### src/rtl/q_update_engine_if.sv
// q_update_engine_if
// RAM-side bus between the TD update engine and action_ram.
//   ram_st     : read address for Q(s); also the write address
//   ram_st_1   : read address for Q(s')
//   ram_we     : write enable (RAM writes on the negedge while high)
//   ram_wdata  : write data
//   ram_qt     : registered Q(s) from the RAM
//   ram_qt_1   : registered Q(s') from the RAM
// master = engine side, slave = RAM side.
interface q_update_engine_if #(
  parameter int DATA_WIDTH   = 16,
  parameter int STATES_WIDTH = 4
);
  logic [STATES_WIDTH-1:0] ram_st;
  logic [STATES_WIDTH-1:0] ram_st_1;
  logic                    ram_we;
  logic [DATA_WIDTH-1:0]   ram_wdata;
  logic [DATA_WIDTH-1:0]   ram_qt;
  logic [DATA_WIDTH-1:0]   ram_qt_1;

  modport master (
    output ram_st, ram_st_1, ram_we, ram_wdata,
    input  ram_qt, ram_qt_1
  );

  modport slave (
    input  ram_st, ram_st_1, ram_we, ram_wdata,
    output ram_qt, ram_qt_1
  );
endinterface

### src/rtl/q_update_engine.sv
// q_update_engine
// Temporal-difference update for one Q-table entry:
//   Q_new = sat(Q(s) + alpha * sat(reward + gamma*Q(s') - Q(s)))
// in signed fixed point with FRAC_BITS fractional bits.
// Ports:
//   clk, rst_n        : clock, async active-low reset
//   start             : request, sampled only in IDLE
//   st, st_1          : current / next state indices
//   reward/alpha/gamma: signed fixed-point operands, latched on accept
//   busy              : accept edge .. done edge
//   done              : one-cycle pulse after the write cycle
//   q_new             : last value written
//   ram               : action_ram bus (master side)
module q_update_engine #(
  parameter int DATA_WIDTH   = 16,
  parameter int FRAC_BITS    = 8,
  parameter int STATES_WIDTH = 4
) (
  input  logic                    clk,
  input  logic                    rst_n,
  input  logic                    start,
  input  logic [STATES_WIDTH-1:0] st,
  input  logic [STATES_WIDTH-1:0] st_1,
  input  logic [DATA_WIDTH-1:0]   reward,
  input  logic [DATA_WIDTH-1:0]   alpha,
  input  logic [DATA_WIDTH-1:0]   gamma,
  output logic                    busy,
  output logic                    done,
  output logic [DATA_WIDTH-1:0]   q_new,
  q_update_engine_if.master       ram
);

  // Wide enough for reward + (product >>> FRAC_BITS) - Q without wrap.
  localparam int SUM_W = DATA_WIDTH + (DATA_WIDTH - FRAC_BITS) + 2;

  typedef enum logic [2:0] {IDLE, READ, TD, UPD, WR} state_t;

  state_t state_q, state_d;

  logic signed [DATA_WIDTH-1:0]   reward_r, alpha_r, gamma_r;
  logic signed [DATA_WIDTH-1:0]   td_r, qt_r;
  logic signed [2*DATA_WIDTH-1:0] g_prod, a_prod;
  logic signed [SUM_W-1:0]        td_sum, upd_sum;

  // Clamp to the DATA_WIDTH signed range: in range iff all bits from the
  // result sign bit upward agree.
  function automatic logic [DATA_WIDTH-1:0] sat_w(input logic [SUM_W-1:0] x);
    if ((&x[SUM_W-1:DATA_WIDTH-1]) || ~(|x[SUM_W-1:DATA_WIDTH-1]))
      sat_w = x[DATA_WIDTH-1:0];
    else if (x[SUM_W-1])
      sat_w = {1'b1, {(DATA_WIDTH-1){1'b0}}};
    else
      sat_w = {1'b0, {(DATA_WIDTH-1){1'b1}}};
  endfunction

  // Full-width products; >>> on signed operands floors toward -inf.
  always_comb begin
    g_prod  = gamma_r * $signed(ram.ram_qt_1);
    a_prod  = alpha_r * td_r;
    td_sum  = SUM_W'(reward_r) + SUM_W'(g_prod >>> FRAC_BITS)
            - SUM_W'($signed(ram.ram_qt));
    upd_sum = SUM_W'(qt_r) + SUM_W'(a_prod >>> FRAC_BITS);
  end

  always_ff @(posedge clk or negedge rst_n) begin
    if (!rst_n) state_q <= IDLE;
    else        state_q <= state_d;
  end

  always_comb begin
    state_d = state_q;
    case (state_q)
      IDLE:    if (start) state_d = READ;
      READ:    state_d = TD;
      TD:      state_d = UPD;
      UPD:     state_d = WR;
      WR:      state_d = IDLE;
      default: state_d = IDLE;
    endcase
  end

  always_ff @(posedge clk or negedge rst_n) begin
    if (!rst_n) begin
      ram.ram_st    <= '0;
      ram.ram_st_1  <= '0;
      ram.ram_we    <= 1'b0;
      ram.ram_wdata <= '0;
      busy          <= 1'b0;
      done          <= 1'b0;
      q_new         <= '0;
      reward_r      <= '0;
      alpha_r       <= '0;
      gamma_r       <= '0;
      td_r          <= '0;
      qt_r          <= '0;
    end else begin
      case (state_q)
        IDLE: begin
          done <= 1'b0;
          if (start) begin
            ram.ram_st   <= st;
            ram.ram_st_1 <= st_1;
            reward_r     <= $signed(reward);
            alpha_r      <= $signed(alpha);
            gamma_r      <= $signed(gamma);
            busy         <= 1'b1;
          end
        end
        READ: ;  // RAM registers Q(s)/Q(s') on this edge
        TD: begin
          td_r <= $signed(sat_w(td_sum));
          qt_r <= $signed(ram.ram_qt);
        end
        UPD: begin
          ram.ram_wdata <= sat_w(upd_sum);
          ram.ram_we    <= 1'b1;
        end
        WR: begin
          ram.ram_we <= 1'b0;
          done       <= 1'b1;
          busy       <= 1'b0;
          q_new      <= ram.ram_wdata;
        end
        default: ;
      endcase
    end
  end

endmodule
### src/flat_wrapper.sv
// flat-port wrapper written by rule: the top's interface ports become plain ports
module q_update_engine_flat 
#(
  parameter int DATA_WIDTH   = 16,
  parameter int FRAC_BITS    = 8,
  parameter int STATES_WIDTH = 4
)
  (clk, rst_n, start, st, st_1, reward, alpha, gamma, busy, done, q_new, ram_ram_st, ram_ram_st_1, ram_ram_we, ram_ram_wdata, ram_ram_qt, ram_ram_qt_1);
  q_update_engine_if #(.DATA_WIDTH(DATA_WIDTH), .STATES_WIDTH(STATES_WIDTH)) ram_i ();
  input  logic clk;
  input  logic rst_n;
  input  logic start;
  input  logic [STATES_WIDTH-1:0] st;
  input  logic [STATES_WIDTH-1:0] st_1;
  input  logic [DATA_WIDTH-1:0] reward;
  input  logic [DATA_WIDTH-1:0] alpha;
  input  logic [DATA_WIDTH-1:0] gamma;
  output logic busy;
  output logic done;
  output logic [DATA_WIDTH-1:0] q_new;
  output wire logic [$bits(ram_i.ram_st)-1:0] ram_ram_st;
  output wire logic [$bits(ram_i.ram_st_1)-1:0] ram_ram_st_1;
  output wire logic [$bits(ram_i.ram_we)-1:0] ram_ram_we;
  output wire logic [$bits(ram_i.ram_wdata)-1:0] ram_ram_wdata;
  input wire logic [$bits(ram_i.ram_qt)-1:0] ram_ram_qt;
  input wire logic [$bits(ram_i.ram_qt_1)-1:0] ram_ram_qt_1;
  assign ram_ram_st = ram_i.ram_st;
  assign ram_ram_st_1 = ram_i.ram_st_1;
  assign ram_ram_we = ram_i.ram_we;
  assign ram_ram_wdata = ram_i.ram_wdata;
  assign ram_i.ram_qt = ram_ram_qt;
  assign ram_i.ram_qt_1 = ram_ram_qt_1;
  q_update_engine #(.DATA_WIDTH(DATA_WIDTH), .FRAC_BITS(FRAC_BITS), .STATES_WIDTH(STATES_WIDTH)) u_core (.clk(clk), .rst_n(rst_n), .start(start), .st(st), .st_1(st_1), .reward(reward), .alpha(alpha), .gamma(gamma), .busy(busy), .done(done), .q_new(q_new), .ram(ram_i));
endmodule
### config.mk
export PLATFORM = sky130hd
export DESIGN_NAME = q_update_engine_flat
export DESIGN_NICKNAME = d
export VERILOG_FILES = /design/src/rtl/q_update_engine_if.sv /design/src/rtl/q_update_engine.sv /design/src/flat_wrapper.sv
export SDC_FILE = /design/constraint.sdc
export NUM_CORES = 2
export LEC_CHECK = 0
export CORE_MARGIN = 3
export CORE_UTILIZATION = 55
export DETAILED_ROUTE_END_ITERATION = 8
export PLACE_DENSITY = 0.71
export SYNTH_ARGS = -nofsm -noshare
export SYNTH_HDL_FRONTEND = slang
export SYNTH_SLANG_ARGS = --single-unit
### constraint.sdc
create_clock -name clk -period 17 [get_ports clk]
set_input_delay 2.55 -clock clk [delete_from_list [all_inputs] [get_ports clk]]
set_output_delay 2.55 -clock clk [all_outputs]
set_load 0.01 [all_outputs]
# Word level (Yosys, flattened, before mapping)
# Index checks and enable logic that the tools add are counted.
# classes
n_reduce_logical	11
n_addsub	3
mux	10
n_eq_ne	5
bitwise_logic	2
multipliers	2
# op_table
operator	count
$mul 16x16->32	2
$mux 16	4
$add 16x24->25	2
$sub 25x16->26	1
$reduce_and 11->1	2
$reduce_or 11->1	2
$pmux 3 s4	1
$eq 3x2->1 const B	2
$pmux 1 s2	3
$reduce_and 2->1	2
$reduce_bool 2->1	2
$eq 3x1->1 const B	1
$eq 3x3->1 const B	1
$logic_not 3->1	1
$mux 3	1
$logic_or 1x1->1	2
$ne 2x2->1 const B	1
$not 1->1	2
$mux 1	1
# word_totals
register_bits	126
wordCells	46
inputBits	91
output_inout_bits	43

# Depth between registers and ports, before layout
# depth
depth_word	7
mapped_depth	38
mapped_depth_nobuf	35

# Least setup slack after synthesis
# No wires, ideal clock.
# synth_timing
path_type	input to register
from	in ram_ram_qt_1[7]
to	reg u_core.td_r[14]
setup_time_ps	144
required_time_ps	16856
t_arrival_ps	10959
cell_stages	35
path_slack_ps	5897
path_buffers	2
cell_sequence	clkbuf_1 -> nand2_1 -> fa_1 -> inv_1 -> fa_1 -> inv_1 -> fa_1 -> inv_1 -> fa_1 -> fa_1 -> inv_1 -> fa_1 -> inv_1 -> ha_1 -> and3_1 -> nand3_1 -> or3b_2 -> a31o_2 -> nand4_1 -> nand3_1 -> a31oi_1 -> a21o_1 -> xor2_1 -> fa_1 -> ha_1 -> and3_1 -> and2_1 -> a221oi_1 -> xnor2_1 -> or3_1 -> a2111oi_0 -> nand4_1 -> nand2_1 -> buf_2 -> o22ai_1
# synth_via
elab_chain_cells	7
word_cells_on_any_way	9
classes_between	add/sub: 2; mul: 1; mux: 2; bitwise: 1; reduce/logical: 3
# synth_rtl
element	line	source
from (decl)	flat_wrapper.sv:26	input wire logic [$bits(ram_i.ram_qt_1)-1:0] ram_ram_qt_1;
$mul 16x16->32 *	q_update_engine.sv:58	g_prod = gamma_r * $signed(ram.ram_qt_1);
$add 16x24->25 *	q_update_engine.sv:60	td_sum = SUM_W'(reward_r) + SUM_W'(g_prod >>> FRAC_BITS)
$sub 25x16->26 *	q_update_engine.sv:61	- SUM_W'($signed(ram.ram_qt));
$reduce_or 11->1	q_update_engine.sv:48	if ((&x[SUM_W-1:DATA_WIDTH-1]) || ~(|x[SUM_W-1:DATA_WIDTH-1]))
$not 1->1	q_update_engine.sv:48	
$logic_or 1x1->1	q_update_engine.sv:48	
$mux 16 *	q_update_engine.sv:48	
to (signal assigned)	q_update_engine.sv:111	td_r <= $signed(sat_w(td_sum));
to (decl)	q_update_engine.sv:41	logic signed [DATA_WIDTH-1:0] td_r, qt_r;
# Every way passes the cells marked *; elsewhere a longest branch is shown, timed or not.
# A chain may end at the register's enable or synchronous reset.

# Worst setup path after layout
# layout_timing
from	in ram_ram_qt_1[1]
to	reg u_core.td_r[12]
# Same word-level chain as after synthesis.

==> flow_summary.yaml <==
route:
  routedWlPerCell_um: 18.3
  vias: 19800
  finalWirelength_um: 65600
  ant_nets: 0
  via_per_inst: 5.50
  drt_iter0_drc: 1209
  firstDrtPassIters: 6
  drc: 0
synth:
  synth_area_sq_um: 27100
  synth_seq_cells: 126
  synth_edf_count: 0
  yosysMostFrequentCell: "inv_1"
  synth_largest_area_cell: "fa_1"
  syn-instance-count: 2867
  ys_seq_area_frac: 0.117
  ys_top_cells_by_area: "fa_1 (40%), dfrtp_1 (12%), ha_1 (9.6%), inv_1 (8.6%), and2_1 (5.0%)"
  yosysTopAreaCellShare: 0.405
  yosys-top-cells-count: "inv_1 (622), fa_1 (547), nand2_1 (304), and2_1 (217), ha_1 (208)"
  syn_avg_cell_area_sq_um: 9.44
  synth_warnings: 0
  yosys_most_used_dff: "dfrtp_1"
  synthDistinctLibCells: 71
  syn_nets: 3713
  synthArstFlopShare: 1.00
place:
  port_buffers: 133
  dp.cells: 3564
  hpwlAfterDp_um: 54300
  gp_congestion: 0.901
floorplan:
  initial_core_util: 0.562
  die-area_sq_um: 51900
  die_y_um: 228
  io_pins: 134
  rows: 80
  fp.coreArea_sq_um: 48100
  die_w_um: 228
finish:
  area_growth_pct: 8.96
  drive_gt1_frac: 0.0551
  fin_cells: 3596
  num-fill-cells: 4165
  nets: 3773
  diodes: 0
sta:
  report.final.setup_viol: 0
  setup_tns_ps: 0
  final_max_slew_viol_count: 0
  post-route-period-util: 0.724
  fmax_ghz: 0.0813
  max-slew-margin-rel: 0.194
  finalWorstPathRequiredPeriod_ps: 12300
  fin_skew_ps: 12.0
  rsz0062_at_grt: "no"
  hold_violations: 0
  worst_pin_slew_ps: 1200
critical_path:
  startpoint_type: "input port"
  crit_path_top_delay_cell: "clkdlybuf4s50_1"
  critical_path_class: "input port to flip-flop"
  cp_max_fo: 16
  crit_top_cell: "fa_1"
  cp.required_ps: 17300
  max_stage_delay_ps: 920
  crit_path_end_kind: "flip-flop"
  cp.arrival_ps: 12600
clocking:
  cts_tree: "yes"
  cts_made_buffers: 17
  ctsHtreeMaxLevel: 4
  clkSinkCount: 126
  cts_setup_buffers: 0
  cts_hold_buf: 0
  path_clk_slew_ps: 70
  clk_path_buf_depth: 2
  cts-resized-gates: 0
  clockRootBuffer: "clkbuf_16"
  worstSkewPairLatency_ps: 480
global_routing:
  antenna_found_initial: 2
  grt_pass1_wl_um: 111000
  gr-total-overflow: 0
  first_global_vias: 21600
  grt_max_degree: 68
  grt_use_total: 0.268
outcome:
  status: "finished, final reports clean"
min_path:
  hold_path.class: "flip-flop to flip-flop"
run:
  drv_cap: 0
final timing paths:
kind / slack (ps) / start / end / depth (start not counted)
min in group asynchronous: 2070 / rst_n / u_core.q_new[13]$_DFFE_PN0P_ / 1
max in group asynchronous: 13590 / rst_n / u_core.reward_r[11]$_DFFE_PN0P_ / 2
worst min-delay path: 490 / u_core.busy$_DFFE_PN0P_ / u_core.busy$_DFFE_PN0P_ / 1
worst min register to register: 490 / u_core.busy$_DFFE_PN0P_ / u_core.busy$_DFFE_PN0P_ / 1
worst max register to register: 6760 / u_core.gamma_r[7]$_DFFE_PN0P_ / u_core.td_r[12]$_DFFE_PN0N_ / 33
worst max-delay path: 4700 / ram_ram_qt_1[1] / u_core.td_r[12]$_DFFE_PN0N_ / 32
flip-flops by register name, indices dropped and copies added (netlist names):
name and flops:
u_core.alpha_r 16, u_core.busy 1, u_core.done 1, u_core.gamma_r 16, u_core.q_new 16, u_core.qt_r 16
u_core.ram.ram_st 4, u_core.ram.ram_st_1 4, u_core.ram.ram_wdata 16, u_core.ram.ram_we 1, u_core.reward_r 16, u_core.state_q 3
u_core.td_r 16
worst max-delay path, delay by kind of cell:
family,cells,cell delay (ps)
AOI/OAI and AO/OA,6,1930
xor gates and xnor gates,2,310
adders and majority gates,9,4170
buffers and inverters,4,1060
and+or+nand+nor,11,2580
kinds of logic (layout without fill, tap and decap cells):
logic type	Yosys count	after routing	synth area share
compound gates	301	301	0.0743
fa+ha+maj	755	755	0.501
flops	126	126	0.117
buf+inv	724	797	0.101
simple gates	784	784	0.142
xor+xnor	92	92	0.0298
mux	85	85	0.0354
routing by layer:
metal,wire length (um),track usage,vias up,part of all wire
met2,32000,0.445,548,0.49
met4,1770,0.0800,4,0.027
met1,28000,0.359,10200,0.43
li1,-,-,8934,-
met5,25,0,-,0.00038
met3,3820,0.0523,108,0.058
per-stage QoR:
step | util | worst slack [ps] | area, sq um | hold slack, ps
after detailed placement | 0.600 | 4280 | 28900 | 472
after global routing | 0.612 | 4100 | 29500 | 515
final | 0.612 | 4700 | 29500 | 490
after floorplan | - | 5900 | 27100 | 487
after CTS | 0.612 | 4800 | 29500 | 489
after global placement | 0.600 | 4590 | 28900 | 467
cell usage in the layout, fill, tap and decap left out, drive strengths merged, types with 23 or more instances in the layout:
cell type / netlist / final
inv: 622 / 629
fa: 547 / 547
nand2: 304 / 304
and2: 218 / 218
ha: 208 / 208
clkdlybuf4s50: 0 / 132
dfrtp: 126 / 126
nor2: 106 / 106
mux2: 85 / 85
o21ai: 72 / 72
xnor2: 69 / 69
a21oi: 62 / 62
o22ai: 32 / 32
a21o: 29 / 29
nand2b: 26 / 26
o21a: 23 / 23
nand3: 23 / 23
xor2: 23 / 23
final cells by class:
class                      instances  area (sq um)  share of cell area
tap                              656           821              0.0278
clock inverter                    15           153             0.00518
multi-input combinational       2017         21200               0.719
clock buffer                      17           425              0.0144
timing repair buffer             143          1410              0.0477
inverter                         622          2330              0.0792
sequential                       126          3150               0.107
Power is not shown: default switching activity piles up to over one toggle a cycle in this logic, so the estimate is an artifact.
